## config.mk

```make
export PLATFORM = sky130hd
export DESIGN_NAME = date_counter
export DESIGN_NICKNAME = d
export VERILOG_FILES = /design/src/rtl/date_counter_pkg.sv /design/src/rtl/date_counter_month_len.sv /design/src/rtl/date_counter.sv
export SDC_FILE = /design/constraint.sdc
export NUM_CORES = 1
export LEC_CHECK = 0
export ABC_AREA = 1
export CORE_ASPECT_RATIO = 2
export CORE_MARGIN = 4
export CORE_UTILIZATION = 32
export DETAILED_ROUTE_END_ITERATION = 10
export PLACE_DENSITY_LB_ADDON = 0.05
export SLEW_MARGIN = 5
export SYNTH_ARGS = -nofsm -noshare
export SYNTH_HDL_FRONTEND = slang
export SYNTH_HIERARCHICAL = 1
export SYNTH_SLANG_ARGS = --single-unit
```

## constraint.sdc

```tcl
create_clock -name clk -period 2.35 [get_ports clk]
set_clock_uncertainty 0.05 [all_clocks]
set_input_delay 0.47 -clock clk [delete_from_list [all_inputs] [get_ports clk]]
set_output_delay 0.47 -clock clk [all_outputs]
set_load 0.05 [all_outputs]
```

## src/rtl/date_counter_pkg.sv

```systemverilog
// date_counter_pkg: shared widths, reset date and month tables for the date counter.
package date_counter_pkg;
  localparam int DAY_W = 5;
  localparam int MON_W = 4;
  localparam int YEAR_W = 7;
  localparam int WDAY_W = 3;
  localparam logic [DAY_W-1:0] RST_DAY = 5'd1;
  localparam logic [MON_W-1:0] RST_MONTH = 4'd1;
  localparam logic [YEAR_W-1:0] RST_YEAR = 7'd0;
  localparam logic [WDAY_W-1:0] RST_WDAY = 3'd6;
  localparam logic [MON_W-1:0] FEB = 4'd2;
  localparam logic [MON_W-1:0] DEC = 4'd12;
  localparam logic [YEAR_W-1:0] MAX_YEAR = 7'd99;
  localparam logic [WDAY_W-1:0] MAX_WDAY = 3'd6;
  localparam logic [DAY_W-1:0] LEN_LONG = 5'd31;
  localparam logic [DAY_W-1:0] LEN_SHORT = 5'd30;
  localparam logic [DAY_W-1:0] LEN_FEB_LEAP = 5'd29;
  localparam logic [DAY_W-1:0] LEN_FEB = 5'd28;
  // One bit per month number; 0 and 13..15 stay clear so bad months get length 0.
  localparam logic [15:0] LONG_MONTHS = 16'h15AA;
  localparam logic [15:0] SHORT_MONTHS = 16'h0A50;
  function automatic logic is_leap(input logic [YEAR_W-1:0] y);
    return y[1:0] == 2'd0;
  endfunction
endpackage

```

## src/rtl/date_counter_month_len.sv

```systemverilog
// month_len: combinational days-in-month lookup, 0 for an out-of-range month.
module month_len
  import date_counter_pkg::*;
(
  input  logic [MON_W-1:0] month,
  input  logic             leap,
  output logic [DAY_W-1:0] len
);
  assign len = LONG_MONTHS[month] ? LEN_LONG :
               SHORT_MONTHS[month] ? LEN_SHORT :
               month == FEB ? (leap ? LEN_FEB_LEAP : LEN_FEB) : '0;
endmodule

```

## src/rtl/date_counter.sv

```systemverilog
// date_counter: calendar day/month/year/weekday counter for 2000..2099 with validated loads.
module date_counter
  import date_counter_pkg::*;
(
  input  logic              clk,
  input  logic              rst,
  input  logic              day_tick,
  input  logic              set_en,
  input  logic [DAY_W-1:0]  set_day,
  input  logic [MON_W-1:0]  set_month,
  input  logic [YEAR_W-1:0] set_year,
  input  logic [WDAY_W-1:0] set_wday,
  output logic [DAY_W-1:0]  day,
  output logic [MON_W-1:0]  month,
  output logic [YEAR_W-1:0] year,
  output logic [WDAY_W-1:0] wday,
  output logic              leap,
  output logic              year_wrap,
  output logic              set_err
);
  logic [DAY_W-1:0] cur_len, set_len;
  logic [YEAR_W-1:0] next_year;
  logic set_leap, set_ok, end_month, end_year;
  assign set_leap = is_leap(set_year);
  month_len u_cur_len (.month(month), .leap(leap), .len(cur_len));
  month_len u_set_len (.month(set_month), .leap(set_leap), .len(set_len));
  // A zero length from month_len also rejects months outside 1..12.
  assign set_ok = set_len != '0 && set_day != '0 && set_day <= set_len &&
                  set_year <= MAX_YEAR && set_wday <= MAX_WDAY;
  assign end_month = day == cur_len;
  assign end_year = end_month && month == DEC;
  assign next_year = year == MAX_YEAR ? '0 : year + 1'b1;
  always_ff @(posedge clk) begin
    year_wrap <= 1'b0;
    set_err <= 1'b0;
    if (rst) begin
      day <= RST_DAY;
      month <= RST_MONTH;
      year <= RST_YEAR;
      wday <= RST_WDAY;
      leap <= is_leap(RST_YEAR);
    end else if (set_en) begin
      if (set_ok) begin
        day <= set_day;
        month <= set_month;
        year <= set_year;
        wday <= set_wday;
        leap <= set_leap;
      end else set_err <= 1'b1;
    end else if (day_tick) begin
      wday <= wday == MAX_WDAY ? '0 : wday + 1'b1;
      day <= end_month ? RST_DAY : day + 1'b1;
      month <= end_year ? RST_MONTH : end_month ? month + 1'b1 : month;
      if (end_year) begin
        year <= next_year;
        leap <= is_leap(next_year);
        year_wrap <= year == MAX_YEAR;
      end
    end
  end
endmodule
```

### Word-level counts from Yosys, hierarchy flattened

Memories as Yosys holds them, arrays and structs flattened. A register that Yosys moved wholly into a read port is not among the register bits.
Cells that the tools add are included.

| storage, ports and cells | value |
|---|---|
| logic and storage cells | 86 |
| output and inout port bits | 22 |
| ROM bits | 64 |
| bits in registers | 22 |
| memories | 4 |

Memory list:

| name | depth | bits a word | rd ports | clocked after Yosys merged registers in | wr ports | RTL line | source |
|---|---|---|---|---|---|---|---|
| (name not given) | 16 | 1 | 1 | 1 | 0 | date_counter_month_len.sv:9 | `assign len = LONG_MONTHS[month] ? LEN_LONG :` |
| (name not given) | 16 | 1 | 1 | 1 | 0 | date_counter_month_len.sv:10 | `SHORT_MONTHS[month] ? LEN_SHORT :` |
| (name not given) | 16 | 1 | 1 | 0 | 0 | date_counter_month_len.sv:10 |  |
| (name not given) | 16 | 1 | 1 | 0 | 0 | date_counter_month_len.sv:9 |  |

| cells by class | value |
|---|---|
| reduce and logical (&&, ||, !) cells | 17 |
| add/sub/neg operators | 4 |
| bitwise gates (word level) | 3 |
| $lt $le $gt $ge | 5 |
| muxes and demuxes | 39 |
| eq/ne operators | 7 |

Operators with widths:

| cell | number |
|---|---|
| 5-bit two-way mux | 10 |
| 4-bit two-way mux | 9 |
| 7-bit two-way mux | 5 |
| 3-bit two-way mux | 4 |
| 1-bit two-way mux | 11 |
| 4-bit by 5-bit < comparator with 1-bit output (second input constant) | 2 |
| 5-bit nonzero test | 2 |
| 4-bit by 2-bit equality test with 1-bit output (second input constant) | 2 |
| 7-bit by 1-bit adder with 7-bit output (second input constant) | 1 |
| 7-bit equality test (second input constant) | 1 |
| 7-bit less-or-equal comparator (second input constant) | 1 |
| 3-bit AND reduction | 2 |
| 5-bit by 1-bit adder with 5-bit output (second input constant) | 1 |
| 5-bit equality test | 1 |
| 5-bit less-or-equal comparator | 1 |
| 1-bit logical AND | 5 |
| 4-bit by 1-bit adder with 4-bit output (second input constant) | 1 |
| 4-bit equality test (second input constant) | 1 |
| 2-bit zero test | 2 |
| 2-bit nonzero test | 2 |
| 4-bit OR reduction | 1 |
| 3-bit by 1-bit adder with 3-bit output (second input constant) | 1 |
| 3-bit equality test (second input constant) | 1 |
| 3-bit less-or-equal comparator (second input constant) | 1 |
| other kinds (5) | 7 |

### Depth between registers and ports, before layout

| depth | value |
|---|---|
| depth after elaboration | 14 |
| depth in mapped cells | 20 |

### Modules after synthesis

The synthesis kept the hierarchy.

By module, submodules not included:

| module | instances | cells an instance | seq. area each (um2) | area each (um2) |
|---|---|---|---|---|
| date_counter | 1 | 268 | 440.4 | 1,661.6 |
| month_len | 2 | 21 | 0.0 | 96.3 |

### Least setup slack after synthesis

No wires, ideal clock.

| timing path | value |
|---|---|
| path kind | input port to flip-flop |
| start | in set_month[0] |
| end | reg year[2] |
| buffers on the path | 2 |
| setup slack | 80 ps |
| data arrival time | 2,103 ps |
| stages | 18 |
| cell sequence | inv_1 nand2_1 nor2_2 nor2_1 nand2_1 buf_4 inv_1 ha_1 nand2_1 nor2_1 nand2_1 nand3_1 nand2_1 nand2_1 nand2_2 buf_2 a21oi_1 nor2_1 |

| on the way | value |
|---|---|
| word-level cells in the longest chain between the ends | 11 |
| elaborated cells between the ends (all ways) | 16 |
| classes of those cells | order compare (1); eq/ne (2); mux (5); reduce/logical (6); memory (2) |

RTL lines:

| element | RTL line | source |
|---|---|---|
| start, declared | date_counter.sv:10 | `input logic [MON_W-1:0] set_month,` |
| memory 16 x 1 bit / 4-bit by 2-bit equality test with 1-bit output (equally long branches) | - |  |
| 1-bit two-way mux (not written as such) / 5-bit two-way mux (equally long branches) | date_counter_month_len.sv:10, date_counter_month_len.sv:11 |  |
| 5-bit two-way mux | date_counter_month_len.sv:10 |  |
| 5-bit two-way mux (*) | date_counter_month_len.sv:9 |  |
| named net set_len[2] | date_counter.sv:21 | `logic [DAY_W-1:0] cur_len, set_len;` |
| branches (longest 2 deep; another with 5-bit less-or-equal comparator) | - |  |
| 1-bit logical AND (*) (2 in series) | date_counter.sv:28 | `assign set_ok = set_len != '0 && set_day != '0 && set_day <= set_len &&` |
| 1-bit logical AND (*) | date_counter.sv:29 | `set_year <= MAX_YEAR && set_wday <= MAX_WDAY;` |
| 2-bit by 1-bit != test with 1-bit output (no source line) (*) | - |  |
| 3-bit AND reduction (no source line) (*) | - |  |
| end signal, assigned | date_counter.sv:46 | `year <= set_year;` |
| end signal, assigned | date_counter.sv:55 | `year <= next_year;` |
| end, declared | date_counter.sv:15 | `output logic [YEAR_W-1:0] year,` |

Mark *: on every way through the listed nets, which the timed path passes. The select of a mux whose other input is x is not followed.
A chain may end at the register's enable or synchronous reset.

### Final worst setup path

| timing path | value |
|---|---|
| start | reg month[2] |
| end | out month[2] |

RTL lines:

| element | RTL line | source |
|---|---|---|
| start, declared | date_counter.sv:14 | `output logic [MON_W-1:0] month,` |
| start signal, assigned | date_counter.sv:45 | `month <= set_month;` |
| start signal, assigned | date_counter.sv:53 | `month <= end_year ? RST_MONTH : end_month ? month + 1'b1 : month;` |

No word-level cell between the ends.

==> results.txt <==
- The flow ran to the end, and the final reports show no timing, DRC or antenna violations.
* Clock tree from TritonCTS: yes
- Min Tclk post-route: 2.18 ns
- For this run, asynchronously set or reset flops after synthesis account for 0.
- Final hold viol count: 0
- In the final layout, the share of cells above drive strength 1 is 0.158.
- Type of the worst min-delay path: flop to flop
- The number of antenna diodes in the final layout is 0.
- The final layout contains routed wiring with a total length of 5.37 mm.
- Cell Area, Synth: 1850 sq um
- Of the total synthesized cell area, the portion taken by AND, OR, NAND and NOR gates is 0.433.
- The worst-case IR drop observed on VDD is 400 uV.
* Register bit count reported by yosys: 22
- Most repeated cell in the gate-level netlist after synthesis: nand2_1
* Die width: 61.8 microns
* Wire length per cell: 12.3 microns
- The completed layout was analyzed and its total power is 1.55 mW.
* Reg power frac: 0.303
* Share of the cycle needed by the critical path after routing: 0.929
- Vertical extent of the die: 116 microns
- The share of total power dissipated in combinational logic is 0.437.
- Worst slew margin: 0.662
- For this run, the number of Yosys warnings is 6.
- Arrival time reported for the critical path endpoint: 1.66 ns
* Initial antenna violation count: 0
- Compared with the post-synthesis result, the final layout area differs by 41.4%.
- The internal portion of the total power is 0.942 mW.
- For this run, the leading register cell type out of synthesis is dfxtp_1.
* GRT Resource Usage Total: 0.168
* Largest net degree at the start of global routing: 14
- Root buf cell: clkbuf_16
- The critical path in this run is classified as flop to output pin.
- Initial Util: 0.328
* Xor and xnor fraction of the mapped netlist area: 0.0567
- Net Sw Frac: 0.390
* Cell variety after synth: 30
* Post-layout net count: 407
* IO Count: 45
- Synth Area per Inst: 5.98 sq um
* Clock Tree Buf Depth: 2
- STA classifies the critical path endpoint as an output pin.
- The first detailed-routing pass took 4 iterations.
- Sinks on the clock net: 22
* Total net switching power: 0.603 mW
- Clock network fraction of design power: 0.260
- By area the synthesized netlist is led by dfxtp_1, nand2_1, nor2_1.
- The count of nets left with antenna violations once routing finished came out at 0.
* Hold Slack: 0.455 ns
* Slew of the pin with the lowest slew margin: 0.506 ns
- After synthesis, the most frequently instantiated cells are nand2_1, nor2_1, inv_1.
* Number of buffers created by CTS: 3
* Post-synth EDFFs: 0
- The wire-length estimate of the detail-placed layout is 4.43 mm.
- Clock-pin slew was measured on the worst setup and hold paths at 0.06 ns.
- The area fraction in compound gates after synthesis came to 0.0924.
- Synth area leader: dfxtp_1
- IO Port Bufs: 44
* Cells after Synth: 310
- Setup repair after global routing left no endpoint under its margin.
- PwrDens: 589 nW/um^2
* Type of origin of the critical path: flop
- Global-route wire length before repair: 9.04 mm
- Final instance area: 2620 sq um
* Number of buffers inserted for hold repair after clock tree synthesis: 0
* Worst-skew pair later-pin latency: 0.26 ns
* Peak fanout along the critical path: 7
- By area, the combinational part of the netlist is dominated by simple AND/OR/NAND/NOR gates.
* Residual DRC: 0
- The floorplan has 39 rows.
- Share of Yosys cell area claimed by the top area cell type: 0.238
* Via-to-Cell Ratio: 4.70
- The floorplan step defined a die boundary enclosing 7150 sq um.
- Of the total synthesized cell area, the portion taken by full adders, half adders and majority gates is 0.0607.
- Origin of the worst setup path: month[2]$_SDFFE_PP0P_
- Leakage Power: 1.27 nW
- Timing would allow up to 458 MHz.
* Data required time at the worst endpoint: 1.83 ns
- Total via count after detailed routing: 2046
- Reported max-cap violation count: 0
* Critical register-to-register path startpoint: month[2]$_SDFFE_PP0P_
- For this run the aggregate overflow at the end of global routing stands at 0.
- In this run the number of H-tree levels came out at 1.
- Share of cell area taken by muxes after synthesis: 0
* Post-synthesis sequential area ratio: 0.238
* Vias in the first global route: 2066
- Core area: 5660 sq um
- Number of failing setup endpoints in the final timing report: 0
* Placement-stage cell area: 2480 sq um
- Synthesis produced a netlist with a net count of 342.
* RePlAce Congestion: 0.819
- DRC marker count from the first detailed-route iteration: 65
* Fill cell total of the finished layout: 623
- Hold_sp: leap$_SDFFE_PP1P_
* Max-slew violation count: 0
## per-layer routing
metal	vias to the layer above	part of all wire	track usage
li1	1089	-	-
met1	899	0.38	0.177
met2	43	0.56	0.305
met3	15	0.028	0.0178
met4	0	0.037	0.0892
met5	-	0	0
## critical path, cell delays in order (launching register included)
cell	delay [ns]
dfxtp_1	0.46
buf_4	0.16
clkdlybuf4s50_1	0.79
## cells in the final DEF (no fill, tap or decap), drive strengths merged
cell type,count
nand3b,3
clkinv,2
buf,26
clkbuf,7
o22ai,1
o211ai,1
xor2,7
a21oi,14
o21ai,13
clkdlybuf4s50,40
nand3,24
nor4,1
inv,37
dfxtp,22
ha,9
nor3,3
clkdlybuf4s15,1
xnor2,5
nor2,51
a21boi,1
nand2,106
## sequential cells by signal, summed over array words and instances (netlist names)
name,count
leap,1
month,4
year,7
set_err,1
year_wrap,1
wday,3
day,5
## power groups by stage
stage / registers (mW) / clock network [mW] / logic, mW
global route: 0.476 / 0.435 / 0.754
CTS: 0.470 / 0.426 / 0.665
finish: 0.468 / 0.402 / 0.675
floorplan: 0.611 / 0 / 0.306
detailed placement: 0.478 / 0 / 0.662
global placement: 0.478 / 0 / 0.659
## path summary, 6_finish.rpt
path,to,cells past startpoint,slack [ns]
setup / recovery,month[2],2,0.17
hold / removal,leap$_SDFFE_PP1P_,2,0.46
setup reg to reg,year[6]$_SDFFE_PP0P_,13,0.27
hold reg to reg,leap$_SDFFE_PP1P_,2,0.46
## timing repair
action | 4_1_cts | 5_1_grt
resized for setup | 7 | 19
buffers inserted | 0 | 1
endpoints found under the setup margin | 21 | 21
pin swaps | 1 | 2
## final cells by class
cell class | count | area (sq um) | area share
inverter | 39 | 146 | 0.0558
tap | 61 | 76.3 | 0.0291
clock buffer | 4 | 88.8 | 0.0339
sequential | 22 | 440 | 0.168
timing repair buffer | 70 | 628 | 0.240
multi-input combinational | 239 | 1240 | 0.474
## per-stage QoR
step / worst slack [ns] / TNS (ns) / utilization / instances
floorplan: 0.0802 / 0 / - / 310
detailed placement: -0.614 / -11.12 / 0.439 / 430
finish: 0.167 / 0 / 0.463 / 435
CTS: 0.00634 / 0 / 0.455 / 434
global placement: -0.571 / -10.11 / 0.439 / 430
global route: 0.00548 / 0 / 0.463 / 435
## cells by family (layout without fill, tap and decap cells)
logic type                 Yosys count  after routing
buffers and inverters               49            113
and+or+nand+nor                    188            188
adders and majority gates            9              9
xor gates and xnor gates            12             12
DFF                                 22             22
AOI/OAI and AO/OA                   30             30
(Power assumes the default switching activity.)
